[src/rtl/byte_word_loader_pkg.sv]
// rtl/byte_word_loader_pkg.sv - shared types and constants for the byte-to-word RAM loader
package byte_word_loader_pkg;

  localparam int BYTES_PER_WORD = 4;
  localparam int DATA_W         = 32;
  localparam int CNT_W          = $clog2(BYTES_PER_WORD);

  localparam logic SEL_IMEM = 1'b0;
  localparam logic SEL_DMEM = 1'b1;

  typedef enum logic [2:0] {
    ST_IDLE    = 3'd0,
    ST_COLLECT = 3'd1,
    ST_WRITE   = 3'd2,
    ST_FLUSH   = 3'd3,
    ST_DONE    = 3'd4
  } loader_state_e;

endpackage

[src/rtl/pulse_sync_edge.sv]
// rtl/pulse_sync_edge.sv - two-flop synchronizer plus registered rising-edge pulse
module pulse_sync_edge (
  input  logic clk,
  input  logic reset,
  input  logic level_i,
  output logic pulse_o
);

  logic [2:0] sync_q;

  // sync_q[2] is the previous synchronized level; pulse is registered, giving 3 cycles of latency
  always_ff @(posedge clk or negedge reset) begin
    if (!reset) begin
      sync_q  <= '0;
      pulse_o <= 1'b0;
    end else begin
      sync_q  <= {sync_q[1:0], level_i};
      pulse_o <= sync_q[1] & ~sync_q[2];
    end
  end

endmodule

[src/rtl/byte_word_loader.sv]
// rtl/byte_word_loader.sv - packs switch bytes little-endian into 32-bit words and writes IMEM or DMEM
// Optional BYTE_LOADER_SYNC_EN: strobe inputs are raw button levels, synchronized and edge-detected.
module byte_word_loader
  import byte_word_loader_pkg::*;
#(
  parameter int ADDR_W = 10
) (
  input  logic              clk,
  input  logic              reset,
  input  logic              load_start_i,
  input  logic              load_end_i,
  input  logic              sel_dmem_i,
  input  logic [ADDR_W-1:0] start_addr_i,
  input  logic              byte_valid_i,
  input  logic [7:0]        byte_i,
  output logic              imem_we_o,
  output logic              dmem_we_o,
  output logic [ADDR_W-1:0] mem_addr_o,
  output logic [DATA_W-1:0] mem_wdata_o,
  output logic              cpu_hold_o,
  output logic              load_done_o,
  output logic              overflow_o,
  output logic [ADDR_W:0]   word_count_o
);

  logic start_p;
  logic end_p;
  logic byte_p;

`ifdef BYTE_LOADER_SYNC_EN
  pulse_sync_edge u_sync_start (
    .clk     (clk),
    .reset   (reset),
    .level_i (load_start_i),
    .pulse_o (start_p)
  );
  pulse_sync_edge u_sync_end (
    .clk     (clk),
    .reset   (reset),
    .level_i (load_end_i),
    .pulse_o (end_p)
  );
  pulse_sync_edge u_sync_byte (
    .clk     (clk),
    .reset   (reset),
    .level_i (byte_valid_i),
    .pulse_o (byte_p)
  );
`else
  assign start_p = load_start_i;
  assign end_p   = load_end_i;
  assign byte_p  = byte_valid_i;
`endif

  loader_state_e     state;
  logic              sel_q;
  logic [ADDR_W-1:0] addr_q;
  logic [CNT_W-1:0]  byte_cnt;
  logic [DATA_W-1:0] asm_q;
  logic              end_pend;

  logic              take_byte;
  logic              word_full;
  logic              go_flush;
  logic [CNT_W-1:0]  cnt_inc;
  logic [DATA_W-1:0] asm_ins;
  logic [DATA_W-1:0] flush_word;

  // end_pend in COLLECT means the session is closing; no further bytes are taken
  always_comb begin
    take_byte = byte_p && ((state == ST_WRITE) || (state == ST_COLLECT && !end_pend));
    cnt_inc   = byte_cnt + CNT_W'(1);
    asm_ins   = asm_q;
    asm_ins[8*int'(byte_cnt) +: 8] = byte_i;
    word_full = take_byte && (byte_cnt == CNT_W'(BYTES_PER_WORD - 1));
    go_flush  = end_pend || (end_p && !word_full && (take_byte || byte_cnt != '0));
    flush_word = take_byte ? asm_ins : asm_q;
  end

  always_ff @(posedge clk or negedge reset) begin
    if (!reset) begin
      state        <= ST_IDLE;
      sel_q        <= SEL_IMEM;
      addr_q       <= '0;
      byte_cnt     <= '0;
      asm_q        <= '0;
      end_pend     <= 1'b0;
      imem_we_o    <= 1'b0;
      dmem_we_o    <= 1'b0;
      mem_addr_o   <= '0;
      mem_wdata_o  <= '0;
      cpu_hold_o   <= 1'b0;
      load_done_o  <= 1'b0;
      overflow_o   <= 1'b0;
      word_count_o <= '0;
    end else begin
      imem_we_o   <= 1'b0;
      dmem_we_o   <= 1'b0;
      load_done_o <= 1'b0;
      case (state)
        ST_IDLE: begin
          if (start_p) begin
            sel_q        <= sel_dmem_i;
            addr_q       <= start_addr_i;
            word_count_o <= '0;
            overflow_o   <= 1'b0;
            byte_cnt     <= '0;
            asm_q        <= '0;
            end_pend     <= 1'b0;
            cpu_hold_o   <= 1'b1;
            state        <= ST_COLLECT;
          end
        end
        ST_COLLECT: begin
          if (word_full) begin
            mem_wdata_o <= asm_ins;
            mem_addr_o  <= addr_q;
            imem_we_o   <= (sel_q == SEL_IMEM);
            dmem_we_o   <= (sel_q == SEL_DMEM);
            asm_q       <= '0;
            byte_cnt    <= '0;
            end_pend    <= end_p;
            state       <= ST_WRITE;
          end else if (go_flush) begin
            mem_wdata_o <= flush_word;
            mem_addr_o  <= addr_q;
            imem_we_o   <= (sel_q == SEL_IMEM);
            dmem_we_o   <= (sel_q == SEL_DMEM);
            asm_q       <= '0;
            byte_cnt    <= '0;
            end_pend    <= 1'b0;
            state       <= ST_FLUSH;
          end else if (end_p) begin
            load_done_o <= 1'b1;
            state       <= ST_DONE;
          end else if (take_byte) begin
            asm_q    <= asm_ins;
            byte_cnt <= cnt_inc;
          end
        end
        ST_WRITE: begin
          addr_q       <= addr_q + ADDR_W'(1);
          word_count_o <= word_count_o + (ADDR_W+1)'(1);
          if (&addr_q) overflow_o <= 1'b1;
          if (take_byte) begin
            asm_q    <= asm_ins;
            byte_cnt <= cnt_inc;
          end
          // A byte landing with the end must flush, but one idle cycle keeps write enables apart
          if (end_p || end_pend) begin
            if (take_byte) begin
              end_pend <= 1'b1;
              state    <= ST_COLLECT;
            end else begin
              end_pend    <= 1'b0;
              load_done_o <= 1'b1;
              state       <= ST_DONE;
            end
          end else begin
            state <= ST_COLLECT;
          end
        end
        ST_FLUSH: begin
          addr_q       <= addr_q + ADDR_W'(1);
          word_count_o <= word_count_o + (ADDR_W+1)'(1);
          if (&addr_q) overflow_o <= 1'b1;
          load_done_o  <= 1'b1;
          state        <= ST_DONE;
        end
        ST_DONE: begin
          cpu_hold_o <= 1'b0;
          state      <= ST_IDLE;
        end
        default: begin
          cpu_hold_o <= 1'b0;
          state      <= ST_IDLE;
        end
      endcase
    end
  end

endmodule

[config.mk]
export PLATFORM = sky130hd
export DESIGN_NAME = byte_word_loader
export DESIGN_NICKNAME = d
export VERILOG_FILES = /design/src/rtl/byte_word_loader_pkg.sv /design/src/rtl/pulse_sync_edge.sv /design/src/rtl/byte_word_loader.sv
export SDC_FILE = /design/constraint.sdc
export NUM_CORES = 1
export LEC_CHECK = 0
export BUFFER_PORTS_ARGS = -buffer_cell sky130_fd_sc_hd__buf_2
export CAP_MARGIN = 20
export CORE_MARGIN = 2
export CORE_UTILIZATION = 35
export DETAILED_ROUTE_END_ITERATION = 6
export SETUP_SLACK_MARGIN = 0.05
export SLEW_MARGIN = 20
export SYNTH_ARGS = -nofsm -noshare
export SYNTH_HDL_FRONTEND = slang
export SYNTH_SLANG_ARGS = --single-unit
[constraint.sdc]
create_clock -name clk -period 7 [get_ports clk]
set_input_delay 0.7 -clock clk [delete_from_list [all_inputs] [get_ports clk]]
set_output_delay 0.7 -clock clk [all_outputs]
set_load 0.005 [all_outputs]
# Word level (Yosys, flattened, before mapping)

Cells that the tools add are included.

Add/sub/neg operators: 4
Equality and inequality tests: 10
Shift operators: 2
Muxes and demuxes: 50
Bitwise gates (word level): 2
Reductions and logical operators: 27

Operator list:

| operator                | number |
|---|---|
| $mux 32                 | 7 |
| $pmux 32 s3             | 1 |
| $neg 5->33              | 1 |
| $shift 8x33->32 const A | 1 |
| $shiftx 8x33->32        | 1 |
| $bwmux 32               | 1 |
| $mux 10                 | 3 |
| $pmux 11 s2             | 1 |
| $pmux 10 s2             | 1 |
| $mux 1                  | 18 |
| $mux 3                  | 6 |
| $pmux 3 s4              | 1 |
| $add 11x1->11 const B   | 1 |
| $mux 11                 | 1 |
| $add 10x1->10 const B   | 1 |
| $mux 2                  | 5 |
| $reduce_and 10->1       | 1 |
| $reduce_and 2->1        | 5 |
| $ne 4x4->1 const B      | 2 |
| $eq 3x2->1 const B      | 2 |
| $pmux 1 s3              | 2 |
| $pmux 2 s3              | 1 |
| $reduce_and 3->1        | 2 |
| $reduce_bool 2->1       | 3 |
| other kinds (16)        | 27 |

Flip-flop bits (word level): 107
Output and inout bits: 58
Logic and storage cells: 109

# Longest topological paths before layout

Depth after elaboration: 12
Gate-level depth with buffers: 10

# Worst setup path before layout

OpenSTA, ideal clock, no wires.

Path kind: register to register
Start: register byte_cnt[0]
End: register asm_q[0]
Library setup time: 121 ps
Data arrival time: 2208 ps
Required time: 6879 ps
Setup slack: 4671 ps
Cell stages (with the launch flop): 10
Path buffers: 2
Cell sequence: dfrtp_1 -> inv_1 -> ha_1 -> clkbuf_1 -> nand2b_1 -> o22ai_1 -> a31oi_1 -> and2b_1 -> buf_6 -> a22o_1

Longest elaborated chain between the ends: 9

Ends and longest elaborated chain:

| what                                               | line                    | RTL |
|---|---|---|
| from (decl)                                        | byte_word_loader.sv:58  | `logic [CNT_W-1:0] byte_cnt;` |
| from (signal assigned)                             | byte_word_loader.sv:138 | `byte_cnt <= cnt_inc;` |
| from (signal assigned)                             | byte_word_loader.sv:147 | `byte_cnt <= cnt_inc;` |
| branches (longest 9 deep; another with $neg 5->33) | -                       |  |
| to (signal assigned)                               | byte_word_loader.sv:137 | `asm_q <= asm_ins;` |
| to (signal assigned)                               | byte_word_loader.sv:146 | `asm_q <= asm_ins;` |
| to (decl)                                          | byte_word_loader.sv:59  | `logic [DATA_W-1:0] asm_q;` |

Parallel ways; which one is timed is not known. The select of a mux whose other input is x is not followed.
A chain may end at the register's enable or synchronous reset.

# Worst setup path in the final report

Start: register byte_cnt[0]
End: register dmem_we_o

Longest elaborated chain between the ends: 9

Ends and longest elaborated chain:

| what                            | line                    | RTL |
|---|---|---|
| $eq 2x2->1                      | byte_word_loader.sv:75  | `word_full = take_byte && (byte_cnt == CNT_W'(BYTES_PER_WORD - 1));` |
| $logic_and 1x1->1               | byte_word_loader.sv:75  |  |
| $logic_not 1->1                 | byte_word_loader.sv:76  | `go_flush = end_pend \|\| (end_p && !word_full && (take_byte \|\| byte_cnt != '0));` |
| $logic_and 1x1->1 (2 in series) | byte_word_loader.sv:76  |  |
| $logic_or 1x1->1                | byte_word_loader.sv:76  |  |
| $mux 1                          | byte_word_loader.sv:124 | `end else if (go_flush) begin` |
| $mux 1 *                        | byte_word_loader.sv:115 | `if (word_full) begin` |
| $mux 1 *                        | byte_word_loader.sv:100 | `case (state)` |
| to (signal assigned)            | byte_word_loader.sv:119 | `dmem_we_o <= (sel_q == SEL_DMEM);` |
| to (signal assigned)            | byte_word_loader.sv:128 | `dmem_we_o <= (sel_q == SEL_DMEM);` |
| to (decl)                       | byte_word_loader.sv:17  | `output logic dmem_we_o,` |

Every way passes the cells marked *; elsewhere a longest branch is shown, timed or not.

==> impl_metrics.yaml <==
status:
  outcome: "finished clean"
cells_and_area:
  final_common_cell: "dfrtp_1"
  fillCellCount: 1371
  final_core_util: 0.412
  syn_to_final_growth_pct: 16.2
  layout-drive-gt1-share: 0.192
  nets: 573
  final_cell_mix: "107 x dfrtp_1, 93 x nand2_1, 80 x buf_2, 49 x o21ai_0, 31 x a22o_1"
worst_setup_path:
  critPathMaxFanout: 77
  cpMostUsedCell: "inv_1"
  cp.required_ns: 7.24
  max_stage_delay_ns: 0.63
  end_kind: "register"
  cp.arrival_ns: 3.16
  cp-start-kind: "register"
  worstPathCellList: "inv_1, ha_1, nand2b_1, o22ai_1, a211o_4, inv_1, and2_1"
  slowest_stage: "a211o_4"
  path_class: "register to register"
  crit_start: "byte_cnt[0]"
  critPathBufInv: 2
  r2r-start: "byte_cnt[0]"
  cpLargestDelayFamily: "compound AO/OA/AOI/OAI gates"
placement:
  io_buffers: 81
  dp_hpwl_um: 8250
  place_ws_ns: 3.71
  place.gp.congestion: 0.864
routing:
  antenna_left: 0
  first_iter_violations: 380
  vias: 3942
  wl_um: 12300
  drcViolationCount: 0
  avgViaCountPerCell: 5.42
  detail_route.first_pass.iterations: 4
  route.detailed.wl_per_inst_um: 16.9
clock_network:
  cts_resized: 0
  clk_latency_ns: 0.35
  clock_sinks: 107
  numCtsBuffers: 9
  cts_hold_buffers: 0
  htree_levels: 3
  cts_setup_buffers: 0
  root_buffer: "clkbuf_16"
  clock_path_buffers: 2
  cts_tree: "done"
  clkTransAtPathRegs_ns: 0.07
die:
  core_mm2: 0.0137
  dieWidth_um: 122
  start_util: 0.355
  fp.dieH_um: 122
  io_pins: 82
  placementRows: 43
  dieArea_mm2: 0.0149
power_and_ir_drop:
  ir_drop_uv: 162
  p_leak_nw: 2.67
  power_density_mw_per_mm2: 337
global_routing:
  grt_pass1_vias: 3808
  antenna_found_initial: 1
  grt_max_degree: 78
  grt_pass1_wl_um: 19700
  grtUsageTotal: 0.169
  grt_overflow: 0
timing:
  hold_violations: 0
  min_period_ns: 2.92
  worst-slew-pin-transition_ns: 1.04
  rsz0062_at_grt: "no"
  finalCritPeriodShare: 0.417
  max_freq_mhz: 343
  finalMaxSlewViolations: 0
  layout_setup_ws_ns: 4.08
  setup-tns-final_ns: 0
  finalSetupViolations: 0
  clock-skew-final_ns: 0.00703
  timing.slew.headroom: 0.305
logic_synthesis:
  syn_inst: 481
  synth_ff_type: "dfrtp_1"
  ys_seq_elements: 107
  netlist_area_mm2: 0.00487
  synth.avg_cell_area_um2: 10.1
  synth-edff-count: 0
  syn-num-nets: 512
  seq_area_frac_synth: 0.550
  synth.distinct_cells: 48
  synth-async-reset-ratio: 1.00
  ys_warn_count: 0
job:
  maxCapViolCount: 0
worst_hold_path:
  min_path_type: "input port to async pin"
==> cell type report <==
| type | count | area, um2 | area share |
|---|---|---|---|
| Clock buffer | 13 | 270 | 0.0478 |
| Tap cell | 180 | 225 | 0.0398 |
| Inverter | 8 | 30.0 | 0.00531 |
| Antenna cell | 1 | 2.50 | 0.000442 |
| Timing Repair Buffer | 84 | 430 | 0.0761 |
| Clock inverter | 2 | 10.0 | 0.00177 |
| Multi-Input combinational cell | 332 | 2010 | 0.356 |
| Sequential cell | 107 | 2680 | 0.473 |
==> per-layer routing <==
metal  share of wire  GRT usage  wire (um)  vias to the layer above
li1                -          -          -                     1871
met1            0.46      0.232       5710                     1925
met2            0.45      0.264       5560                      129
met3           0.062     0.0440        756                       17
met4           0.020     0.0524        245                        0
met5               0          0          0                        -
==> cell families (layout without fill, tap and decap cells) <==
group | count (synthesis) | in the layout | synth area share
AOI/OAI and AO/OA | 159 | 159 | 0.229
xor gates and xnor gates | 1 | 1 | 0.00180
adders and majority gates | 7 | 7 | 0.0180
buffers and inverters | 42 | 107 | 0.0385
DFF | 107 | 107 | 0.550
muxes | 4 | 4 | 0.00822
other | 0 | 1 | 0
and+or+nand+nor | 161 | 161 | 0.155
==> cell usage after synthesis (2+ instances only) <==
cell | number | area [um2]
buf_6 | 3 | 33.8
a22oi_1 | 15 | 113
o211ai_1 | 5 | 37.5
a21oi_1 | 11 | 55.1
dfrtp_1 | 107 | 2680
a32oi_1 | 16 | 140
o21ai_0 | 49 | 245
o31ai_1 | 5 | 37.5
ha_1 | 7 | 87.6
and3_1 | 2 | 12.5
and2_1 | 4 | 25.0
clkbuf_1 | 17 | 63.8
buf_1 | 8 | 30.0
a211o_1 | 4 | 35.0
or4b_2 | 2 | 20.0
nand3_1 | 10 | 50.1
nor2b_1 | 4 | 25.0
nand4_1 | 4 | 25.0
nor2_1 | 21 | 78.8
a31oi_1 | 2 | 12.5
inv_1 | 8 | 30.0
a221o_1 | 4 | 40.0
nand2_1 | 93 | 349
a22o_1 | 31 | 272
nand2b_1 | 5 | 31.3
o21ai_1 | 3 | 15.0
nor3_1 | 7 | 35.0
o311ai_0 | 3 | 26.3
a211oi_1 | 2 | 15.0
buf_2 | 6 | 30.0
mux2i_1 | 4 | 40.0
o22ai_1 | 2 | 12.5
o2bb2ai_1 | 2 | 17.5
==> registers in the layout, summed over array words and instances (netlist names), 2 cells and up <==
| name | cells |
|---|---|
| mem_wdata_o | 32 |
| addr_q | 10 |
| word_count_o | 11 |
| byte_cnt | 2 |
| asm_q | 32 |
| state | 3 |
| mem_addr_o | 10 |
==> worst reg2reg max path, stage by stage (launching register included) <==
cell and delay, ns:
dfrtp_1 0.47, inv_1 0.23, ha_1 0.38, nand2b_1 0.15, o22ai_1 0.35, a211o_4 0.63
inv_1 0.34, and2_1 0.25
==> final timing paths <==
| check | endpoint | slack, ns | cells past startpoint |
|---|---|---|---|
| worst max-delay path | dmem_we_o | 4.08 | 7 |
| worst min-delay path | imem_we_o | 0.40 | 1 |
| worst max register to register | dmem_we_o | 4.08 | 7 |
| worst min register to register | imem_we_o | 0.47 | 1 |
| max in group asynchronous | byte_cnt[1] | 5.42 | 2 |
| min in group clk | imem_we_o | 0.47 | 1 |
==> power breakdown <==
part	total, W	internal (W)	switching, W
combinational	0.000584	0.000203	0.000381
sequential	0.000839	0.000722	0.000117
clock	0.000486	0.000268	0.000219
total	0.00191	0.00119	0.000716
==> per-stage QoR <==
step | power (W) | hold slack (ns) | area [um2] | instances
floorplan | 0.00123 | 0.404 | 4870 | 481
global placement | 0.00141 | 0.464 | 5370 | 711
detailed placement | 0.00143 | 0.455 | 5370 | 711
CTS | 0.00192 | 0.429 | 5650 | 726
global route | 0.00204 | 0.443 | 5660 | 726
finish | 0.00191 | 0.397 | 5660 | 727
No activity file was read; power rests on OpenSTA's default activity.
